$ cat src/rtl/lsu_mem_master.sv
// Load/store unit for the MEM stage. It serves byte, half and word loads and
// stores over a word-only data-memory port. Sub-word stores read the word,
// merge the new lane into it, and write the word back.
//
// Handshake: the requester raises req_i and holds it until done_o. A request
// is sampled only in IDLE (busy_o=0). Requests seen while busy_o=1 are
// dropped and never queued. done_o is a one-cycle pulse, and err_o is
// meaningful only while done_o is high.
module lsu_mem_master #(
  parameter int unsigned MEM_WORDS = 256
) (
  input  logic        clk_i,
  input  logic        reset_i,
  input  logic        req_i,
  input  logic [2:0]  op_i,
  input  logic [31:0] addr_i,
  input  logic [31:0] wdata_i,
  output logic        busy_o,
  output logic        done_o,
  output logic        err_o,
  output logic [31:0] rdata_o,
  output logic [31:0] mem_address_o,
  output logic [31:0] mem_wdata_o,
  output logic        mem_read_o,
  output logic        mem_write_o,
  input  logic [31:0] mem_rdata_i,
  output logic [1:0]  state_o
);

  localparam logic [2:0] OP_LW  = 3'd0;
  localparam logic [2:0] OP_LH  = 3'd1;
  localparam logic [2:0] OP_LHU = 3'd2;
  localparam logic [2:0] OP_LB  = 3'd3;
  localparam logic [2:0] OP_LBU = 3'd4;
  localparam logic [2:0] OP_SW  = 3'd5;
  localparam logic [2:0] OP_SH  = 3'd6;
  localparam logic [2:0] OP_SB  = 3'd7;

  localparam logic [29:0] WORD_LIMIT = 30'(MEM_WORDS);

  typedef enum logic [1:0] {IDLE = 2'd0, RD = 2'd1, WR = 2'd2, DONE = 2'd3} state_e;

  state_e      state_q, state_d;
  logic [2:0]  op_q;
  logic [31:0] addr_q;
  logic [31:0] wdata_q;
  logic [31:0] word_q;
  logic [31:0] rdata_q;
  logic        err_q;

  logic        req_bad;
  logic        req_needs_rd;
  logic [31:0] load_val;
  logic [31:0] merged;
  logic [7:0]  sel_byte;
  logic [15:0] sel_half;

  // Reject a request before touching memory: misaligned word/half or word index out of range.
  always_comb begin
    req_bad = 1'b0;
    if ((op_i == OP_LW || op_i == OP_SW) && addr_i[1:0] != 2'b00) req_bad = 1'b1;
    if ((op_i == OP_LH || op_i == OP_LHU || op_i == OP_SH) && addr_i[0]) req_bad = 1'b1;
    if (addr_i[31:2] >= WORD_LIMIT) req_bad = 1'b1;
    // Every load, and every sub-word store (read-modify-write), needs a read cycle.
    req_needs_rd = (op_i != OP_SW);
  end

  // State register.
  always_ff @(posedge clk_i or posedge reset_i) begin
    if (reset_i) state_q <= IDLE;
    else         state_q <= state_d;
  end

  // Next-state logic.
  always_comb begin
    state_d = state_q;
    case (state_q)
      IDLE: begin
        if (req_i) begin
          if (req_bad)           state_d = DONE;
          else if (req_needs_rd) state_d = RD;
          else                   state_d = WR;
        end
      end
      RD:      state_d = (op_q <= OP_LBU) ? DONE : WR;
      WR:      state_d = DONE;
      DONE:    state_d = IDLE;
      default: state_d = IDLE;
    endcase
  end

  // FSM outputs; the memory strobes decode straight from state, so reset drops them at once.
  always_comb begin
    busy_o      = (state_q != IDLE);
    done_o      = (state_q == DONE);
    err_o       = (state_q == DONE) && err_q;
    mem_read_o  = (state_q == RD);
    mem_write_o = (state_q == WR);
    state_o     = state_q;
  end

  // Lane extraction and extension of the word being read this cycle.
  always_comb begin
    sel_byte = mem_rdata_i[{addr_q[1:0], 3'b000} +: 8];
    sel_half = addr_q[1] ? mem_rdata_i[31:16] : mem_rdata_i[15:0];
    case (op_q)
      OP_LH:   load_val = {{16{sel_half[15]}}, sel_half};
      OP_LHU:  load_val = {16'h0000, sel_half};
      OP_LB:   load_val = {{24{sel_byte[7]}}, sel_byte};
      OP_LBU:  load_val = {24'h000000, sel_byte};
      default: load_val = mem_rdata_i;
    endcase
  end

  // Write word: SW passes the store data; SB/SH merge into the word captured in RD.
  always_comb begin
    merged = word_q;
    case (op_q)
      OP_SB: merged[{addr_q[1:0], 3'b000} +: 8] = wdata_q[7:0];
      OP_SH: begin
        if (addr_q[1]) merged[31:16] = wdata_q[15:0];
        else           merged[15:0]  = wdata_q[15:0];
      end
      default: merged = wdata_q;
    endcase
  end

  // Request latch at accept, plus capture of the read word and the load result in RD.
  always_ff @(posedge clk_i or posedge reset_i) begin
    if (reset_i) begin
      op_q    <= 3'd0;
      addr_q  <= 32'd0;
      wdata_q <= 32'd0;
      word_q  <= 32'd0;
      rdata_q <= 32'd0;
      err_q   <= 1'b0;
    end else begin
      if (state_q == IDLE && req_i) begin
        op_q    <= op_i;
        addr_q  <= addr_i;
        wdata_q <= wdata_i;
        err_q   <= req_bad;
      end
      if (state_q == RD) begin
        word_q <= mem_rdata_i;
        if (op_q <= OP_LBU) rdata_q <= load_val;
      end
    end
  end

  assign rdata_o       = rdata_q;
  assign mem_address_o = {addr_q[31:2], 2'b00};
  assign mem_wdata_o   = merged;

endmodule

$ cat config.mk
export PLATFORM = sky130hd
export DESIGN_NAME = lsu_mem_master
export DESIGN_NICKNAME = d
export VERILOG_FILES = /design/src/rtl/lsu_mem_master.sv
export SDC_FILE = /design/constraint.sdc
export NUM_CORES = 1
export LEC_CHECK = 0
export ABC_CLOCK_PERIOD_IN_PS = 7600
export BUFFER_PORTS_ARGS = -buffer_cell sky130_fd_sc_hd__buf_2
export CAP_MARGIN = 20
export CELL_PAD_IN_SITES_DETAIL_PLACEMENT = 1
export CELL_PAD_IN_SITES_GLOBAL_PLACEMENT = 1
export CORE_ASPECT_RATIO = 0.75
export CORE_UTILIZATION = 43
export DETAILED_ROUTE_END_ITERATION = 10
export PLACE_DENSITY = 0.91
export SLEW_MARGIN = 20
export SYNTH_ARGS = -nofsm -noshare
export SYNTH_HDL_FRONTEND = slang
export SYNTH_SLANG_ARGS = --single-unit
$ cat constraint.sdc
create_clock -name clk_i -period 7.6 [get_ports clk_i]
set_input_delay 1.14 -clock clk_i [delete_from_list [all_inputs] [get_ports clk_i]]
set_output_delay 1.14 -clock clk_i [all_outputs]
set_load 0.03 [all_outputs]
==> metrics.md, run 1 <==
| Metric | Value |
|---|---|
| Vias in the first global route | 6,268 |
| Initial antenna violation count | 1 |
| Starting Density | 44.3% |
| Hold Buf Count CTS | 0 |
| Syn avg cell area | 10.8 um^2 |
| EDFF count, synth | 0 |
| Status | finished, final reports clean |
| DRT iter0 DRCs | 425 |
| Final Setup Violations | 0 |
| RSZ-0062 raised after global routing | false |
| Fraction of layout cells with a size suffix above 1 | 44.3% |
| Async SR Flop Fraction | 100% |
| WS Path Type | reg -> out |
| CP Cell Sequence | buf_4 > o211ai_1 > a21oi_1 > a22o_1 > buf_2 |
| Placeable Area | 16,100 um^2 |
| Detailed-route wire length per cell | 22.7 um |
| Detailed Routing Iterations Pass 1 | 4 |
| CP endpoint kind | output port |
| Post-route setup TNS | 0 ps |
| Via/cell ratio | 5.70 |
| Post_cts resized | 0 |
| Fin. max-slew vios | 0 |
| Largest stage delay, worst path | 870 ps |
| Relative slew slack | 29.1% |
| Maximum VDD drop | 0.291 mV |
| Worst-margin pin slew | 1060 ps |
| CTS H-Tree Depth | 4 |
| Final Wtd Congestion | 0.855 |
| Crit path max fanout | 40 |
| CP max-delay cell | a21oi_1 |
| Max_cap viols | 0 |
| Setup ws final | 3260 ps |
| Number of port buffers | 202 |
| Num rows | 40 |
| CTS sink cnt | 134 |
| PwrDens | 567 nW/um^2 |
| Finished Core Util | 53.6% |
| Skew-Pair Late Insertion Delay | 440 ps |
| Worst hold path class | reg -> reg |
| First-pass GRT wire length | 36.5 mm |
| Area of placed instances | 8020 um^2 |
| Largest net degree at the start of global routing | 80 |
| Final worst-path cycle share | 57.2% |
| Minimum clock period | 4340 ps |
| Startpoint class of the critical path | flop |
| Worst Path Arrival | 3200 ps |
| Nets@finish | 926 |
| Top Ports | 205 |
| DRC violations left | 0 |
| Root buffer cell | clkbuf_16 |
| Die footprint | 17,100 um^2 |
| Most used flip-flop cell after synthesis | dfrtp_1 |
| Antenna-violating nets left | 0 |
| Register area share after synthesis | 47.2% |
| Final hold viol count | 0 |
| Syn Inst Count | 656 |
| Leak Pwr | 4.00 nW |
| Dpl hpwl | 16.7 mm |
| Register bit total from synthesis | 134 |
| CTS max path bufs | 2 |
| Tot GR Track Use | 28.7% |
| Commonest non-fill, non-tap cell in the layout | buf_2 |
| Yosys warns | 0 |
| WHS | 506 ps |
| Worst-path clk slew | 70 ps |
| Vias | 5,912 |
| Die Ht | 113 um |
| Maximum clock frequency | 230 MHz |
| Most frequent cells in the layout | buf_2, dfrtp_1, mux2_2 |
| Syn Std Cell Area | 7110 um^2 |
| Area grow syn2layout | 21.2% |
| DP Worst Slack | 3820 ps |
| Clock skew | 11.8 ps |
| CTS tree | done |
| Routed wire length | 23.5 mm |
| CTS Buf Count | 17 |
| Critical Path RT | 6460 ps |
| Grt ovf | 0 |
| Post-CTS Setup Bufs | 0 |
| Unique masters post-synth | 52 |
| Fill cells | 1,794 |
| Chip width | 150 um |
| Final instance area | 8610 um^2 |
[where the power goes]
group	switching, W	leakage (nW)	internal, W
combinational	0.00167	2.15	0.000960
clock	0.000360	0.283	0.000465
sequential	0.000342	1.57	0.00109
total	0.00237	4.00	0.00251
[flip-flops by register name (all words and copies together) (netlist names)]
name     count
addr_q      32
op_q         3
wdata_q     32
err_q        1
word_q      32
state_o      2
rdata_o     32
[per-stage QoR]
step	std cells	power, W
4_1_cts	1037	0.00489
6_report	1038	0.00489
3_3_place_gp	1005	0.00390
2_1_floorplan	657	0.00337
3_5_place_dp	1005	0.00402
5_1_grt	1037	0.00515
[kinds of logic (layout without fill, tap and decap cells)]
group	count (synthesis)	in the layout	synth area share, %
compound gates	159	159	14.9
simple gates	135	135	8.41
flops	134	134	47.2
mux	132	132	20.7
buf+inv	83	253	6.76
fa+ha+maj	10	10	1.76
xor+xnor	2	2	0.246
other cells	1	3	0.0527
[critical path: cells and delay by family, from the launching register on]
kind            cells  cell delay, ps
buf+inv             2             720
compound gates      3            1660
flops               1             370
[Yosys cell counts (2+ instances only)]
| master | number | share of area, % |
|---|---|---|
| mux2_2 | 112 | 18 |
| nor4_1 | 5 | 0.44 |
| buf_1 | 9 | 0.48 |
| a211oi_1 | 11 | 1.2 |
| ha_1 | 10 | 1.8 |
| buf_2 | 11 | 0.77 |
| mux2i_1 | 19 | 2.7 |
| inv_1 | 11 | 0.58 |
| buf_6 | 2 | 0.32 |
| a21oi_1 | 51 | 3.6 |
| nor2_1 | 52 | 2.7 |
| nor2b_1 | 2 | 0.18 |
| a22oi_1 | 8 | 0.84 |
| nand2_1 | 57 | 3.0 |
| dfrtp_1 | 134 | 47 |
| o21ai_0 | 34 | 2.4 |
| clkbuf_1 | 12 | 0.63 |
| a221oi_1 | 5 | 0.62 |
| o22ai_1 | 3 | 0.26 |
| a22o_1 | 24 | 3.0 |
| nor4bb_1 | 2 | 0.28 |
| a21oi_2 | 2 | 0.25 |
| nand2b_1 | 3 | 0.26 |
| o22a_1 | 9 | 1.1 |
| buf_4 | 37 | 3.9 |
| nand3b_1 | 3 | 0.32 |
| xnor2_1 | 2 | 0.25 |
| nand4_1 | 2 | 0.18 |
[final timing paths]
check | startpoint | endpoint | slack, ps | depth (start not counted)
max in group asynchronous | reset_i | rdata_o[12] | 5540 | 3
worst min-delay path | addr_q[20] | addr_q[20] | 510 | 1
worst min register to register | addr_q[20] | addr_q[20] | 510 | 1
worst max register to register | state_o[0] | wdata_q[21] | 4980 | 5
min in group asynchronous | reset_i | state_o[1] | 820 | 2
worst max-delay path | addr_q[1] | mem_wdata_o[7] | 3260 | 5
[layout make-up]
class	count	area (um^2)	area share (%)
timing repair buffer	210	1070	12.5
inverter	11	43.8	0.508
sequential	134	3350	38.9
multi-input combinational	440	3290	38.2
clock buffer	17	425	4.94
clock inverter	15	163	1.89
tap	210	263	3.05
antenna	1	2.50	0.0291
[per-layer routing]
metal | vias up | track usage [%] | share of wire, %
li1 | 2645 | - | -
met4 | 0 | 8.08 | 1.8
met3 | 32 | 6.41 | 7.0
met2 | 211 | 46.3 | 48
met1 | 3024 | 38.7 | 43
met5 | - | 0 | 0
(Power assumes the default switching activity.)
==> run 2: changes to the inputs <==
--- a/config.mk
+++ b/config.mk
@@ -5,15 +5,15 @@
 export SDC_FILE = /design/constraint.sdc
 export NUM_CORES = 1
 export LEC_CHECK = 0
-export ABC_CLOCK_PERIOD_IN_PS = 7600
+export ABC_CLOCK_PERIOD_IN_PS = 4200
 export BUFFER_PORTS_ARGS = -buffer_cell sky130_fd_sc_hd__buf_2
 export CAP_MARGIN = 20
 export CELL_PAD_IN_SITES_DETAIL_PLACEMENT = 1
 export CELL_PAD_IN_SITES_GLOBAL_PLACEMENT = 1
 export CORE_ASPECT_RATIO = 0.75
-export CORE_UTILIZATION = 43
+export CORE_UTILIZATION = 40
 export DETAILED_ROUTE_END_ITERATION = 10
-export PLACE_DENSITY = 0.91
+export PLACE_DENSITY = 0.86
 export SLEW_MARGIN = 20
 export SYNTH_ARGS = -nofsm -noshare
 export SYNTH_HDL_FRONTEND = slang
==> constraint.sdc (replaced) <==
create_clock -name clk_i -period 4.2 [get_ports clk_i]
set_input_delay 0.63 -clock clk_i [delete_from_list [all_inputs] [get_ports clk_i]]
set_output_delay 0.63 -clock clk_i [all_outputs]
set_load 0.03 [all_outputs]
==> run 2 against run 1 <==
Compared with the run above: sequential cell count unchanged; clock skew barely moved; first-iteration DRC count is 19% lower; worst hold slack worse by 80 ps; sequential share of layout area fell by 0.21 points; clock power grew 75%; largest power group unchanged; routed wire length fell by 3.0%.
==> metrics.md, run 2 (same netlist as run 1, synthesis figures left out) <==
| Metric | Value |
|---|---|
| DRC violations left | 0 |
| Top layer in use | met4 |
| Worst-path clk slew | 60 ps |
| Worst hold path class | in -> async |
| Commonest non-fill, non-tap cell in the layout | buf_2 |
| Status | finished, final reports clean |
| Final instance area | 8660 um^2 |
| Detailed Routing Iterations Pass 1 | 5 |
| Antenna-violating nets left | 0 |
| Sequential power share | 29.2% |
| CTS max path bufs | 2 |
| Number of port buffers | 202 |
| Worst Path Arrival | 3140 ps |
| Clock share of power | 16.4% |
| WHS | 426 ps |
| Grt ovf | 0 |
| Starting Density | 41.6% |
| DRT iter0 DRCs | 343 |
| Ant diodes | 0 |
| CTS Buf Count | 17 |
| Fin. max-slew vios | 0 |
| Vias in the first global route | 6,161 |
| Skew-Pair Late Insertion Delay | 430 ps |
| Post-CTS Setup Bufs | 0 |
| Maximum VDD drop | 0.509 mV |
| Area of placed instances | 8090 um^2 |
| Post_cts resized | 0 |
| Via/cell ratio | 5.57 |
| Top Ports | 205 |
| Switching power share of the total | 48.7% |
| Final Setup Violations | 0 |
| Maximum clock frequency | 265 MHz |
| Num rows | 41 |
| Fraction of layout cells with a size suffix above 1 | 44.5% |
| Max_cap viols | 0 |
| Dpl hpwl | 16.5 mm |
| Post-route setup TNS | 0 ps |
| Leak Pwr | 4.02 nW |
| Fill cells | 1,938 |
| Initial antenna violation count | 0 |
| Root buffer cell | clkbuf_16 |
| Final Wtd Congestion | 0.867 |
| Critical Path RT | 3570 ps |
| Minimum clock period | 3770 ps |
| Startpoint class of the critical path | flop |
| Area grow syn2layout | 21.8% |
| Routed wire length | 22.8 mm |
| Placeable Area | 17,100 um^2 |
| First-pass GRT wire length | 35.7 mm |
| Cell Count Post-Placement | 1,035 |
| NetSw | 0.00428 W |
| Internal Power | 0.00451 W |
| WS Path Type | reg -> out |
| Final cell count without fillers | 1,067 |
| CTS tree | done |
| Die footprint | 18,300 um^2 |
| Final hold viol count | 0 |
| CP endpoint kind | output port |
| RSZ-0062 raised after global routing | false |
| Nets@finish | 930 |
| Largest net degree at the start of global routing | 135 |
| Met2 Wirelength | 11.0 mm |
| Worst-margin pin slew | 1040 ps |
| Crit path max fanout | 15 |
| Reg2reg path depth | 5 |
| Most frequent cells in the layout | buf_2, dfrtp_1, mux2_2 |
| Combinational fraction of design power | 54.4% |
| Relative slew slack | 30.4% |
| Wire length on met1 | 10.2 mm |
| CTS sink cnt | 134 |
| Detailed-route wire length per cell | 21.4 um |
| Final worst-path cycle share | 89.8% |
| Tot GR Track Use | 25.7% |
| Die Ht | 117 um |
| WL met3 | 1.34 mm |
| PwrDens | 1010 nW/um^2 |
| Chip width | 156 um |
| Vias | 5,946 |
| CTS H-Tree Depth | 4 |
| Clock skew | 12.0 ps |
| Hold Buf Count CTS | 0 |
run 2: cell types whose count changed in the layout (fill, tap and decap cells not counted), sizes merged:
cell,before,now
diode,1,0
bufinv,1,0
inv,20,21
buf,210,214
run 2: worst max-delay path, cell delays in order, from the launching register on:
cell	delay (ps)
dfrtp_1	810
o211ai_1	540
a21oi_1	870
a22o_1	280
buf_2	210
run 2: layout make-up:
type / instances / area [um^2] / area share [%]
Tap cell: 236 / 295 / 3.41
Inverter: 11 / 45.0 / 0.520
Clock inverter: 15 / 135 / 1.56
Multi-Input combinational cell: 440 / 3290 / 38.0
Sequential cell: 134 / 3350 / 38.7
Clock buffer: 17 / 425 / 4.91
Timing Repair Buffer: 214 / 1110 / 12.9
run 2: path summary, 6_finish.rpt:
path | start | endpoint | slack (ps)
worst max-delay path | addr_q[1] | mem_wdata_o[7] | 430
worst min-delay path | reset_i | word_q[2] | 430
worst max register to register | addr_q[1] | rdata_o[28] | 1540
worst min register to register | addr_q[2] | addr_q[2] | 500
max in group asynchronous | reset_i | wdata_q[25] | 3250
min in group clk_i | addr_i[5] | addr_q[5] | 430
run 2: routing by layer:
metal / vias to the layer above / global-route usage, %
li1: 2654 / -
met1: 3066 / 35.5
met2: 204 / 41.0
met3: 22 / 5.01
met4: 0 / 6.99
met5: - / 0
run 2: metrics by stage:
| stage | util (%) | power (W) | worst slack, ps |
|---|---|---|---|
| after floorplan | - | 0.00611 | 835 |
| after global placement | 47.4 | 0.00708 | 1100 |
| after detailed placement | 47.4 | 0.00729 | 964 |
| after CTS | 50.6 | 0.00881 | 492 |
| after global routing | 50.7 | 0.00928 | 296 |
| final | 50.7 | 0.00879 | 427 |
run 2: power groups by stage:
stage	clock network [W]	logic, W	registers [W]
5_1_grt	0.00152	0.00513	0.00264
6_report	0.00144	0.00478	0.00256
3_5_place_dp	0	0.00473	0.00256
4_1_cts	0.00146	0.00480	0.00255
3_3_place_gp	0	0.00457	0.00252
2_1_floorplan	0	0.00346	0.00264
==> run 3: changes to the inputs <==
--- a/config.mk
+++ b/config.mk
@@ -5,15 +5,15 @@
 export SDC_FILE = /design/constraint.sdc
 export NUM_CORES = 1
 export LEC_CHECK = 0
-export ABC_CLOCK_PERIOD_IN_PS = 4200
+export ABC_CLOCK_PERIOD_IN_PS = 3400
 export BUFFER_PORTS_ARGS = -buffer_cell sky130_fd_sc_hd__buf_2
 export CAP_MARGIN = 20
 export CELL_PAD_IN_SITES_DETAIL_PLACEMENT = 1
 export CELL_PAD_IN_SITES_GLOBAL_PLACEMENT = 1
 export CORE_ASPECT_RATIO = 0.75
-export CORE_UTILIZATION = 40
+export CORE_UTILIZATION = 36
 export DETAILED_ROUTE_END_ITERATION = 10
-export PLACE_DENSITY = 0.86
+export PLACE_DENSITY = 0.82
 export SLEW_MARGIN = 20
 export SYNTH_ARGS = -nofsm -noshare
 export SYNTH_HDL_FRONTEND = slang
==> constraint.sdc (replaced) <==
create_clock -name clk_i -period 3.4 [get_ports clk_i]
set_input_delay 0.51 -clock clk_i [delete_from_list [all_inputs] [get_ports clk_i]]
set_output_delay 0.51 -clock clk_i [all_outputs]
set_load 0.03 [all_outputs]
==> run 3 against run 2 <==
Compared with the run above: combinational power rose by 22%; highest routed layer is now met5; setup slack got worse by 210 ps; first-iteration DRC count rose by 7.0%; critical path depth rose by 4; clock-buffer cell count rose by 2; sequential cell count did not move; via count fell by 2.3%; routed wire length fell by 1.5%; die area rose by 11%; core utilization fell by 5.2 points; critical path type unchanged; cell area rose by 1.5%.
==> metrics.md, run 3 (same netlist as run 1, synthesis figures left out) <==
| Metric | Value |
|---|---|
| Status | finished, final reports clean |
| Grt ovf | 0 |
| PwrDens | 1260 nW/um^2 |
| Worst-path clk slew | 60 ps |
| Antenna-violating nets left | 0 |
| Relative slew slack | 32.3% |
| CTS tree | done |
| CTS H-Tree Depth | 4 |
| Cell Count Post-Placement | 1,054 |
| Pwr Total | 0.0111 W |
| WP buf/inv | 3 |
| Detailed Routing Iterations Pass 1 | 4 |
| Startpoint class of the critical path | flop |
| Die Ht | 124 um |
| Worst-margin pin slew | 1010 ps |
| Starting Density | 36.8% |
| Post-CTS Setup Bufs | 0 |
| Dpl hpwl | 16.1 mm |
| Final worst-path cycle share | 93.5% |
| Number of port buffers | 202 |
| Worst hold path class | in -> async |
| CTS sink cnt | 134 |
| DRT iter0 DRCs | 367 |
| Hold Buf Count CTS | 0 |
| WS Path Type | reg -> out |
| Vias | 5,808 |
| CP max-delay cell | dfrtp_1 |
| CTS max path bufs | 2 |
| Critical Path RT | 2890 ps |
| First-pass GRT wire length | 34.0 mm |
| Worst Setup SP | addr_q[0] |
| Post-route setup TNS | 0 ps |
| Initial antenna violation count | 3 |
| Maximum clock frequency | 315 MHz |
| Area grow syn2layout | 23.7% |
| Largest net degree at the start of global routing | 135 |
| Most frequent cells in the layout | buf_2, dfrtp_1, mux2_2 |
| Nets@finish | 932 |
| Top Ports | 205 |
| Post_cts resized | 0 |
| Num rows | 44 |
| Leak Pwr | 4.08 nW |
| Final cell count without fillers | 1,088 |
| Cell family with most CP delay | buffers and inverters |
| Worst flop-to-flop path startpoint | addr_q[1] |
| Final Setup Violations | 0 |
| Final Wtd Congestion | 0.827 |
| DRC violations left | 0 |
| Chip width | 164 um |
| Worst Path Arrival | 2670 ps |
| Max_cap viols | 0 |
| Crit path max fanout | 10 |
| Maximum VDD drop | 0.637 mV |
| Routed wire length | 22.5 mm |
| Largest stage delay, worst path | 530 ps |
| Via/cell ratio | 5.34 |
| Root buffer cell | clkbuf_16 |
| Commonest non-fill, non-tap cell in the layout | buf_2 |
| Vias in the first global route | 5,875 |
| Tot GR Track Use | 22.5% |
| CP endpoint kind | output port |
| WHS | 257 ps |
| Final hold viol count | 0 |
| Clock skew | 7.30 ps |
| Placeable Area | 19,300 um^2 |
| Detailed-route wire length per cell | 20.6 um |
| Fin. max-slew vios | 0 |
| Minimum clock period | 3180 ps |
| RSZ-0062 raised after global routing | false |
| DP Worst Slack | 672 ps |
| Die footprint | 20,300 um^2 |
| Skew-Pair Late Insertion Delay | 420 ps |
| Setup ws final | 221 ps |
| CTS Buf Count | 17 |
| Fraction of layout cells with a size suffix above 1 | 44.7% |
| CP Cell Sequence | inv_1 > ha_1 > nor4bb_1 > buf_4 > a22o_1 > a21oi_1 > o21ai_0 > buf_2 |
run 3: per-stage QoR:
step / utilization (%) / cell area, um^2
final: 45.5 / 8790
after floorplan: - / 7120
after CTS: 45.5 / 8790
after global placement: 42.1 / 8130
after detailed placement: 42.1 / 8130
after global routing: 45.5 / 8790
run 3: path summary, 6_finish.rpt:
check                             endpoint  slack (ps)  cells past startpoint
max                        mem_wdata_o[24]         220                      8
min                             state_o[1]         260                      3
max reg2reg                    rdata_o[18]         840                      5
min reg2reg                     addr_q[22]         500                      1
max in group asynchronous      rdata_o[22]        2520                      3
min in group clk_i              wdata_q[1]         320                      2
run 3: area by class of cell:
| cell class | count | area [um^2] |
|---|---|---|
| Fill cell | 2179 | 10500 |
| Sequential cell | 134 | 3350 |
| Multi-Input combinational cell | 440 | 3290 |
| Timing Repair Buffer | 216 | 1130 |
| Clock buffer | 19 | 453 |
| Tap cell | 253 | 317 |
| Clock inverter | 13 | 201 |
| Inverter | 11 | 45.0 |
| Antenna cell | 2 | 5.00 |
run 3: metal layers:
metal  global-route usage [%]  part of all wire (%)  vias to the layer above
met5                        0                  0.10                        -
met4                     5.90                  0.94                        4
met3                     5.36                   5.4                       20
met2                     34.8                    47                      174
met1                     31.5                    47                     2956
li1                         -                     -                     2654
run 3: report_power, final:
group	switching (W)	leakage (nW)	internal, W
clock	0.000726	0.327	0.00134
combinational	0.00366	2.18	0.00218
sequential	0.000728	1.57	0.00243
run 3: worst min-delay path, cell delays in order:
cell	delay (ps)
buf_2	110
clkinvlp_4	70
buf_12	480
